`src/rtl/ex_mdu.sv`:
```
// Iterative RV32M multiply/divide unit for the EX stage.
// Fixed 32-step radix-2 datapath: shift-add multiply, restoring divide.
module ex_mdu #(
  parameter int XLEN = 32
) (
  input  logic            clk,
  input  logic            rst,
  input  logic            mdu_req,
  input  logic [2:0]      mdu_opcode,
  input  logic [XLEN-1:0] mdu_rs1,
  input  logic [XLEN-1:0] mdu_rs2,
  input  logic            ex_flush,
  input  logic            ex_hold,
  output logic            mdu_stall_req,
  output logic            mdu_done,
  output logic [XLEN-1:0] mdu_result
);

  typedef enum logic [1:0] {IDLE, BUSY, DONE} state_t;

  state_t              state_q, state_d;
  logic [4:0]          cnt_q, cnt_d;
  logic [2:0]          op_q, op_d;
  logic                sign_a_q, sign_a_d;
  logic                sign_b_q, sign_b_d;
  logic                div_zero_q, div_zero_d;
  logic [XLEN-1:0]     opnd_q, opnd_d;
  logic [2*XLEN-1:0]   acc_q, acc_d;
  logic [XLEN-1:0]     result_q, result_d;

  always_ff @(posedge clk or posedge rst) begin
    if (rst) begin
      state_q    <= IDLE;
      cnt_q      <= '0;
      op_q       <= '0;
      sign_a_q   <= 1'b0;
      sign_b_q   <= 1'b0;
      div_zero_q <= 1'b0;
      opnd_q     <= '0;
      acc_q      <= '0;
      result_q   <= '0;
    end else begin
      state_q    <= state_d;
      cnt_q      <= cnt_d;
      op_q       <= op_d;
      sign_a_q   <= sign_a_d;
      sign_b_q   <= sign_b_d;
      div_zero_q <= div_zero_d;
      opnd_q     <= opnd_d;
      acc_q      <= acc_d;
      result_q   <= result_d;
    end
  end

  // Next-state: flush beats hold, hold beats a new request.
  always_comb begin
    state_d = state_q;
    case (state_q)
      IDLE: if (mdu_req && !ex_flush) state_d = BUSY;
      BUSY: begin
        if (ex_flush)          state_d = IDLE;
        else if (cnt_q == 5'd0) state_d = DONE;
      end
      DONE: if (ex_flush || !ex_hold) state_d = IDLE;
      default: state_d = IDLE;
    endcase
  end

  // rst gating keeps stall low while reset holds the FSM in IDLE.
  always_comb begin
    mdu_stall_req = !rst && !ex_flush &&
                    (((state_q == IDLE) && mdu_req) || (state_q == BUSY));
    mdu_done      = !rst && !ex_flush && (state_q == DONE);
    mdu_result    = result_q;
  end

  logic              start, last;
  logic              signed_a, signed_b, neg_a, neg_b;
  logic [XLEN-1:0]   mag_a, mag_b;
  logic [XLEN:0]     mul_sum, div_shift;
  logic              div_geq;
  logic [XLEN-1:0]   div_diff;
  logic [2*XLEN-1:0] acc_step, prod_fix;
  logic [XLEN-1:0]   quot_fix, rem_fix;

  always_comb begin
    start = (state_q == IDLE) && (state_d == BUSY);
    last  = (state_q == BUSY) && (state_d == DONE);

    case (mdu_opcode)
      3'd0, 3'd1, 3'd4, 3'd6: begin signed_a = 1'b1; signed_b = 1'b1; end
      3'd2:                   begin signed_a = 1'b1; signed_b = 1'b0; end
      default:                begin signed_a = 1'b0; signed_b = 1'b0; end
    endcase
    neg_a = signed_a && mdu_rs1[XLEN-1];
    neg_b = signed_b && mdu_rs2[XLEN-1];
    mag_a = neg_a ? -mdu_rs1 : mdu_rs1;
    mag_b = neg_b ? -mdu_rs2 : mdu_rs2;

    // acc holds {hi, multiplier} for MUL* and {remainder, dividend/quotient} for DIV*.
    mul_sum   = {1'b0, acc_q[2*XLEN-1:XLEN]} + (acc_q[0] ? {1'b0, opnd_q} : '0);
    div_shift = {acc_q[2*XLEN-1:XLEN], acc_q[XLEN-1]};
    div_geq   = div_shift >= {1'b0, opnd_q};
    div_diff  = div_shift[XLEN-1:0] - opnd_q;
    if (op_q[2])
      acc_step = {(div_geq ? div_diff : div_shift[XLEN-1:0]), acc_q[XLEN-2:0], div_geq};
    else
      acc_step = {mul_sum, acc_q[XLEN-1:1]};

    // A zero divisor already yields all-ones quotient and |rs1| remainder; only skip the quotient negate.
    prod_fix = (sign_a_q ^ sign_b_q) ? -acc_step : acc_step;
    quot_fix = ((sign_a_q ^ sign_b_q) && !div_zero_q) ? -acc_step[XLEN-1:0] : acc_step[XLEN-1:0];
    rem_fix  = sign_a_q ? -acc_step[2*XLEN-1:XLEN] : acc_step[2*XLEN-1:XLEN];

    op_d       = op_q;
    sign_a_d   = sign_a_q;
    sign_b_d   = sign_b_q;
    div_zero_d = div_zero_q;
    opnd_d     = opnd_q;
    acc_d      = acc_q;
    cnt_d      = cnt_q;
    result_d   = result_q;

    if (start) begin
      op_d       = mdu_opcode;
      sign_a_d   = neg_a;
      sign_b_d   = neg_b;
      div_zero_d = (mdu_rs2 == '0);
      opnd_d     = mdu_opcode[2] ? mag_b : mag_a;
      acc_d      = {{XLEN{1'b0}}, (mdu_opcode[2] ? mag_a : mag_b)};
      cnt_d      = 5'd31;
    end else if (state_q == BUSY) begin
      acc_d = acc_step;
      cnt_d = cnt_q - 5'd1;
    end

    if (last) begin
      case (op_q)
        3'd0:       result_d = prod_fix[XLEN-1:0];
        3'd4, 3'd5: result_d = quot_fix;
        3'd6, 3'd7: result_d = rem_fix;
        default:    result_d = prod_fix[2*XLEN-1:XLEN];
      endcase
    end
  end

endmodule

```
`config.mk`:
```
export PLATFORM = sky130hd
export DESIGN_NAME = ex_mdu
export DESIGN_NICKNAME = d
export VERILOG_FILES = /design/src/rtl/ex_mdu.sv
export SDC_FILE = /design/constraint.sdc
export NUM_CORES = 1
export LEC_CHECK = 0
export ABC_AREA = 1
export BUFFER_PORTS_ARGS = -buffer_cell sky130_fd_sc_hd__buf_2
export CAP_MARGIN = 20
export CORE_UTILIZATION = 55
export DETAILED_ROUTE_END_ITERATION = 7
export PLACE_DENSITY = 0.71
export SLEW_MARGIN = 10
export SYNTH_ARGS = -nofsm -noshare
export SYNTH_HDL_FRONTEND = slang
export SYNTH_SLANG_ARGS = --single-unit
```
`constraint.sdc`:
```
create_clock -name clk -period 10.45 [get_ports clk]
set_input_delay 1.5675 -clock clk [delete_from_list [all_inputs] [get_ports clk]]
set_output_delay 1.5675 -clock clk [all_outputs]
set_load 0.005 [all_outputs]
```
[Word-level counts from Yosys, hierarchy flattened]
Cells that the tools add are included.
W data, S select, Z words.
Storage, ports and cells
  logic and storage cells: 79
  output and inout port bits: 34
  flip-flop bits (word level): 141
  input port bits: 72
Cells by class
  eq/ne operators: 12
  magnitude comparators: 1
  bitwise gates (word level): 1
  muxes and demuxes: 22
  add/sub/neg operators: 8
  reductions and logical operators: 26
Operator list (number)
  $mux W32: 8
  $mux W64: 4
  $neg A32 Y32: 4
  $pmux W32 S3: 1
  $neg A64 Y64: 1
  $add A32 B32 Y33: 1
  $ge A33 B32 Y1: 1
  $logic_not A32 Y1: 1
  $sub A32 B32 Y32: 1
  $eq A3 B3 Y1 const B: 6
  $logic_and A1 B1 Y1: 10
  $mux W5: 2
  $mux W2: 4
  $logic_not A3 Y1: 2
  $pmux W2 S3: 1
  $logic_not A5 Y1: 1
  $reduce_or A5 Y1: 1
  $sub A5 B1 Y5 const B: 1
  $eq A2 B1 Y1 const B: 2
  $eq A2 B2 Y1 const B: 2
  $logic_not A1 Y1: 4
  $reduce_or A2 Y1: 2
  $reduce_or A4 Y1: 1
  $eq A3 B1 Y1 const B: 1
  6 further kinds: 8

[Logic depth before layout (Yosys ltp)]
Gate-level depths: netlist of the first run.
  word-level depth: 7
  mapped depth: 31
  depth with buffers taken out: 31

[Worst setup path after synthesis of the first run]
Ideal clock, no wire load.
  path type: in2reg
  start: in mdu_rs2[0]
  end: reg acc_q[30]
  path slack: 6.724 ns
  setup time: 0.064 ns
  stages on the path: 18
  arrival time: 3.662 ns
  buffers on the path: 0
  required time: 10.386 ns
  cell sequence: inv_1 -> ha_1 -> inv_1 -> nor3_1 -> nand2_1 -> nor3_1 -> nand3_1 -> nand3b_1 -> nor2_1 -> nand3_1 -> nor2_1 -> nand3_1 -> nand2_1 -> o21ai_0 -> xor2_1 -> o211ai_1 -> o21ai_0 -> inv_1
On the way
  longest elaborated chain between the ends: 4
RTL lines
  start, declared: line 11  | input logic [XLEN-1:0] mdu_rs2,
  $neg A32 Y32: line 98  | mag_b = neg_b ? -mdu_rs2 : mdu_rs2;
  $mux W32: line 98
  $mux W32: line 130  | acc_d = {{XLEN{1'b0}}, (mdu_opcode[2] ? mag_a : mag_b)};
  $mux W64: line 124  | if (start) begin
  end signal, assigned: line 40  | acc_q <= '0;
  end signal, assigned: line 50  | acc_q <= acc_d;
  end, declared: line 28  | logic [2*XLEN-1:0] acc_q, acc_d;
No other way between the ends.
A chain may end at the register's enable or synchronous reset.

[Worst setup path after layout of the first run]
  start: reg opnd_q[26]
  end: reg result_q[10] (netlist: mdu_result[10])
On the way
  longest elaborated chain between the ends: 6
  elaborated cells between the ends (all ways): 10
  those cells by class: 3 x add/sub; 1 x order compare; 6 x mux
RTL lines
  start, declared: line 27  | logic [XLEN-1:0] opnd_q, opnd_d;
  start signal, assigned: line 49  | opnd_q <= opnd_d;
  $ge A33 B32 Y1 (*): line 103  | div_geq = div_shift >= {1'b0, opnd_q};
  $mux W32: line 106  | acc_step = {(div_geq ? div_diff : div_shift[XLEN-1:0]), acc_q[XLEN-2:0], div_geq};
  $mux W64 (*): line 105  | if (op_q[2])
  $neg A64 Y64 / $neg A32 Y32 (equally long branches): line 111, 113
  $mux W64 / $mux W32 (equally long branches): line 111, 113
  $pmux W32 S3 (*): line 138  | case (op_q)
  end signal, assigned: line 51  | result_q <= result_d;
  end, declared: line 29  | logic [XLEN-1:0] result_q, result_d;
Every way passes the cells marked *; elsewhere a longest branch is shown, timed or not.

==> results of run 1 <==
[sequential cells by signal, summed over array words and instances (netlist names)]
register and count:
mdu_result 32, div_zero_q 1, op_q 3, sign_a_q 1
cnt_q 5, acc_q 64, state_q 2, sign_b_q 1
opnd_q 32
[layer usage]
metal	vias to the layer above	track usage
li1	10200	-
met1	10000	0.586
met2	1619	0.713
met3	413	0.142
met4	2	0.316
met5	-	0
[kinds of logic after synthesis]
group | Yosys count
AO/OA/AOI/OAI | 456
XOR/XNOR | 110
adder cells (fa/ha/maj) | 71
buffers and inverters | 610
flip-flops | 141
multiplexers | 1
AND/OR/NAND/NOR | 1753
[placed cells by master, fill, tap and decap left out, types with 35 or more instances in the layout]
cell type / Yosys / layout
o21ai_0: 132 / 132
nand4_1: 36 / 36
buf_2: 20 / 105
ha_1: 69 / 69
nor3_1: 40 / 40
a21oi_1: 115 / 115
nand3_1: 282 / 282
nor2_1: 276 / 271
xor2_1: 87 / 87
o211ai_1: 52 / 52
inv_1: 465 / 463
dfrtp_1: 141 / 140
nand2_1: 995 / 995
o22ai_1: 35 / 35
[critical path: cells and delay by family, from the launching register on]
kind,cells,cell delay [ns]
adders and majority gates,2,0.63
xor gates and xnor gates,1,0.19
buffers and inverters,4,0.67
and+or+nand+nor,20,2.55
AOI/OAI and AO/OA,2,0.45
DFF,1,0.52
[area by class of cell]
type                            instances  area, µm²  share of cell area
Multi-Input combinational cell       2391      12200               0.628
Sequential cell                       141       3530               0.182
Inverter                              500       1880              0.0969
Timing Repair Buffer                  128        698              0.0359
Tap cell                              442        553              0.0285
Clock buffer                           18        439              0.0226
Clock inverter                         14        125             0.00644
[power by group through the flow]
stage / clock (mW) / sequential [mW] / combinational (mW)
detailed placement: 0 / 0.903 / 5.00
CTS: 0.614 / 0.894 / 5.03
global placement: 0 / 0.897 / 4.95
global route: 0.636 / 0.912 / 5.70
floorplan: 0 / 0.794 / 3.60
finish: 0.618 / 0.910 / 5.27
[worst paths after layout]
| path | start | endpoint |
|---|---|---|
| min reg2reg | mdu_result[0] | mdu_result[0] |
| max in group asynchronous | rst | op_q[2] |
| max reg2reg | opnd_q[26] | mdu_result[10] |
| max | opnd_q[26] | mdu_result[10] |
| min in group asynchronous | rst | cnt_q[2] |
| min | mdu_result[0] | mdu_result[0] |
==> results.ini, run 1 <==
[critical_path]
worstPathRequired_ns=10.79
arrival_ns=5.53
timing.critical_path.fanout_max=39
worstSetupPathType=flop to flop
reg2reg_depth=29
endpoint_kind=flop
cpPeakStageDelay_ns=0.52
slowest_stage=dfrtp_1
r2r_slack_ns=5.27
cp_common_cell=nand2_1
cp-start-kind=flop

[route]
met3_length_um=10200
routed.top_layer=met5
vias=22200
wl_met1_um=29500
wl_per_cell_um=21.7
drcViolationCount=5
ant_nets=0
drtPass1Iterations=8
wirelength_um=79000
drt_iter0_markers=3535
viasPerCell=6.12
met2_length_um=32900

[timing]
fin_setup_tns_ns=0
max-slew-margin-rel=0.230
fin_ws_ns=5.27
rsz0062_at_grt=no
slew_viol_final=0
final-setup-viol-count=0
final-hold-violation-count=0
skew_ns=0.0127
worst_pin_slew_ns=1.15
period_share=0.496
holdWs_ns=0.477
post-route-min-period_ns=5.18
max_freq_mhz=193

[synth]
syn_nets=3285
yosys.area_share.adder=0.0499
synth_top_family_by_area=simple AND/OR/NAND/NOR gates
syn_area_um2=18100
seq_area_frac_synth=0.195
synth_area_leaders=nand2_1 21%, dfrtp_1 19%, inv_1 9.6%
synth_simple_gate_area_share=0.418
synthFlopType=dfrtp_1
netlist_top_cells_count=995 x nand2_1, 465 x inv_1, 282 x nand3_1
avgSynthCellArea_um2=5.76
synth_top_area_share=0.206
yosysWarningCount=0
synth_area_leader_cell=nand2_1
yosys_register_bits=141
yosysMostFrequentCell=nand2_1
syn_inst=3142
synthMuxAreaShare=0.000553
synth-edff-count=0
synthArstFlopShare=1.00
yosysUniqueCellTypes=60
synth_compound_area_frac=0.151
synth_xor_area_frac=0.0536

[clock_network]
clk_pin_slew_worst_paths_ns=0.07
numCtsBuffers=17
cts_hold_buf=0
clk_root_buffer_cell=clkbuf_16
postCtsSetupBuffers=0
worstSkewPairLatency_ns=0.46
ctsHtreeMaxLevel=4
cts_resized=0
cts.sink_count=141
cts_tree=done
clk_path_buf_depth=2

[power_and_ir_drop]
p_int_mw=2.47
p_clk_frac=0.091
seq_power_share=0.134
switchingPower_mw=4.33
leakagePower_nw=10.5
p_total_mw=6.80
power_frac_comb=0.775
powerDensity_nw_per_um2=350
irDropWorstVdd_v=0.000207
swShare=0.636

[placed_design]
postPlaceCellArea_um2=18900
gp_congestion=1.15
place_hpwl_um=62100
numPortBuffers=105
post-place-cells=3602
dpl_worst_slack_ns=5.54

[final_layout]
fin_util=0.599
antenna_cells=0
final_cells=3634
syn2layout_area_growth_pct=7.29
layout-drive-gt1-share=0.0965
nNetsFinal=3322
final_cell_area_um2=19400
filler_cell_count=3292

[grt]
grt_pass1_wl_um=119000
grt-ovfl-total=0
grt_start_max_net_pins=91
grt_pass1_vias=20700
antenna_found_initial=3
grt_usage=0.474

[floorplan]
fp-row-count=66
core_um2=32500
die-width_um=183
die_area_um2=33600
initial_utilization=0.558
die_h_um=183
ioPinCount=106

[flow_run]
max_cap_violations=0

[hold_path]
hold_class=flop to flop
min_path_cells=2

[status]
status=complete, but fails checks
violations=design-rule violations

(Power assumes the default switching activity.)
==> run 2: changes to the inputs <==
Settings changed: PLACE_DENSITY 0.71 to 0.74.
Clock period 10.45 ns to 4.49 ns, I/O delays scaled along.
==> run 2 against run 1 <==
Effect of this change: die area unchanged; sequential power up 120%; non-clock buffer count up 53; critical path depth down 1; sequential share of layout area down 0.48 points; core utilization up 1.6 points; the run still ends with design-rule violations left.
==> results.ini, run 2 (synthesized netlist as in run 1, its figures left out) <==
[placed_design]
post-place-cells=3651
numPortBuffers=105
place_hpwl_um=62700
postPlaceCellArea_um2=19300
gp_congestion=1.08

[final_layout]
nNetsFinal=3375
final_cell_area_um2=20000
regMostFlops=acc_q
filler_cell_count=3262
multiInputGateArea_um2=12200
seq_area_um2=3530
final_cell_mix=994 x nand2_1, 463 x inv_1, 280 x nand3_1
syn2layout_area_growth_pct=10.2
fin_util=0.615
largest_reg_flops=64
final_cells=3688
final_common_cell=nand2_1
layout-drive-gt1-share=0.115

[floorplan]
core_um2=32500
die_area_um2=33600
initial_utilization=0.558
die_h_um=183
die-width_um=183
ioPinCount=106
fp-row-count=66

[clock_network]
numCtsBuffers=17
worstSkewPairLatency_ns=0.46
clk_root_buffer_cell=clkbuf_16
cts.sink_count=141
clk_path_buf_depth=2
clk_pin_slew_worst_paths_ns=0.07
cts_tree=done
ctsHtreeMaxLevel=4

[route]
drcViolationCount=3
wl_per_cell_um=21.5
vias=22400
wirelength_um=79200
drtPass1Iterations=8
ant_nets=0
drt_iter0_markers=3086
viasPerCell=6.09

[grt]
grt_pass1_vias=20600
gr-usage-met3=0.148
met1_usage=0.573
grt_start_max_net_pins=73
busiest_layer=met2
grt_usage=0.471
antenna_found_initial=1
grt-ovfl-total=0
grtUsageMet2=0.708
grt_pass1_wl_um=119000

[power_and_ir_drop]
irDropWorstVdd_v=0.000441
leakagePower_nw=10.7
powerDensity_nw_per_um2=822
p_total_mw=16.4

[status]
violations=design-rule violations
status=complete, but fails checks

[critical_path]
cp-start-kind=flop
worstPathRequired_ns=4.83
timing.critical_path.fanout_max=24
arrival_ns=4.66
cp_common_cell=nand2_1
endpoint_kind=flop
crit_buf_inv=5
worstSetupPathType=flop to flop
slowest_stage=dfrtp_1
cpPeakStageDelay_ns=0.39
critPathTopFamily=simple AND/OR/NAND/NOR gates

[hold_path]
hold_class=primary input to async pin

[timing]
skew_ns=0.00982
worst_pin_slew_ns=1.10
period_share=0.962
max_freq_mhz=232
final-hold-violation-count=0
max-slew-margin-rel=0.264
final-setup-viol-count=0
post-route-min-period_ns=4.32
slew_viol_final=0

[flow_run]
max_cap_violations=0

## run 2: where the power goes
group          internal (mW)  switching (mW)  total [mW]
clock                  0.847           0.687        1.53
combinational           3.80            9.03        12.8
sequential              1.61           0.429        2.04
total                   6.26            10.1        16.4
## run 2: repair_timing
action | in CTS | in global routing
resized for setup | 0 | 13
buffers inserted | 0 | 2
hold buffers | 0 | 0
endpoints found under the setup margin | 0 | 16
## run 2: path summary, 6_finish.rpt
check	startpoint	endpoint	slack (ns)	cells past startpoint
hold reg to reg	mdu_result[23]	mdu_result[23]	0.47	2
min in group clk	mdu_result[23]	mdu_result[23]	0.47	2
max in group asynchronous	rst	acc_q[63]	3.12	3
setup / recovery	opnd_q[15]	mdu_result[16]	0.17	28
setup reg to reg	opnd_q[15]	mdu_result[16]	0.17	28
hold / removal	rst	cnt_q[4]	0.32	2
## run 2: through the flow
step                      hold WS, ns  worst slack [ns]  TNS, ns
after floorplan                 0.449            0.0353        0
after global placement          0.458             0.159        0
after detailed placement        0.461            0.0615        0
after CTS                       0.375            0.0352        0
after global routing            0.403           -0.0326  -0.0457
final                           0.322             0.172        0
## run 2: layer usage
metal | wire, µm | vias to the layer above
li1 | - | 10300
met2 | 33300 | 1632
met5 | 0 | -
met1 | 29300 | 10200
met4 | 6280 | 0
met3 | 10300 | 395
## run 2: area by class of cell
class                           count  area share
Antenna cell                        1    0.000125
Clock buffer                       19      0.0222
Clock inverter                     13     0.00777
Inverter                          500      0.0944
Multi-Input combinational cell   2391       0.613
Sequential cell                   141       0.177
Tap cell                          442      0.0277
Timing Repair Buffer              181      0.0574
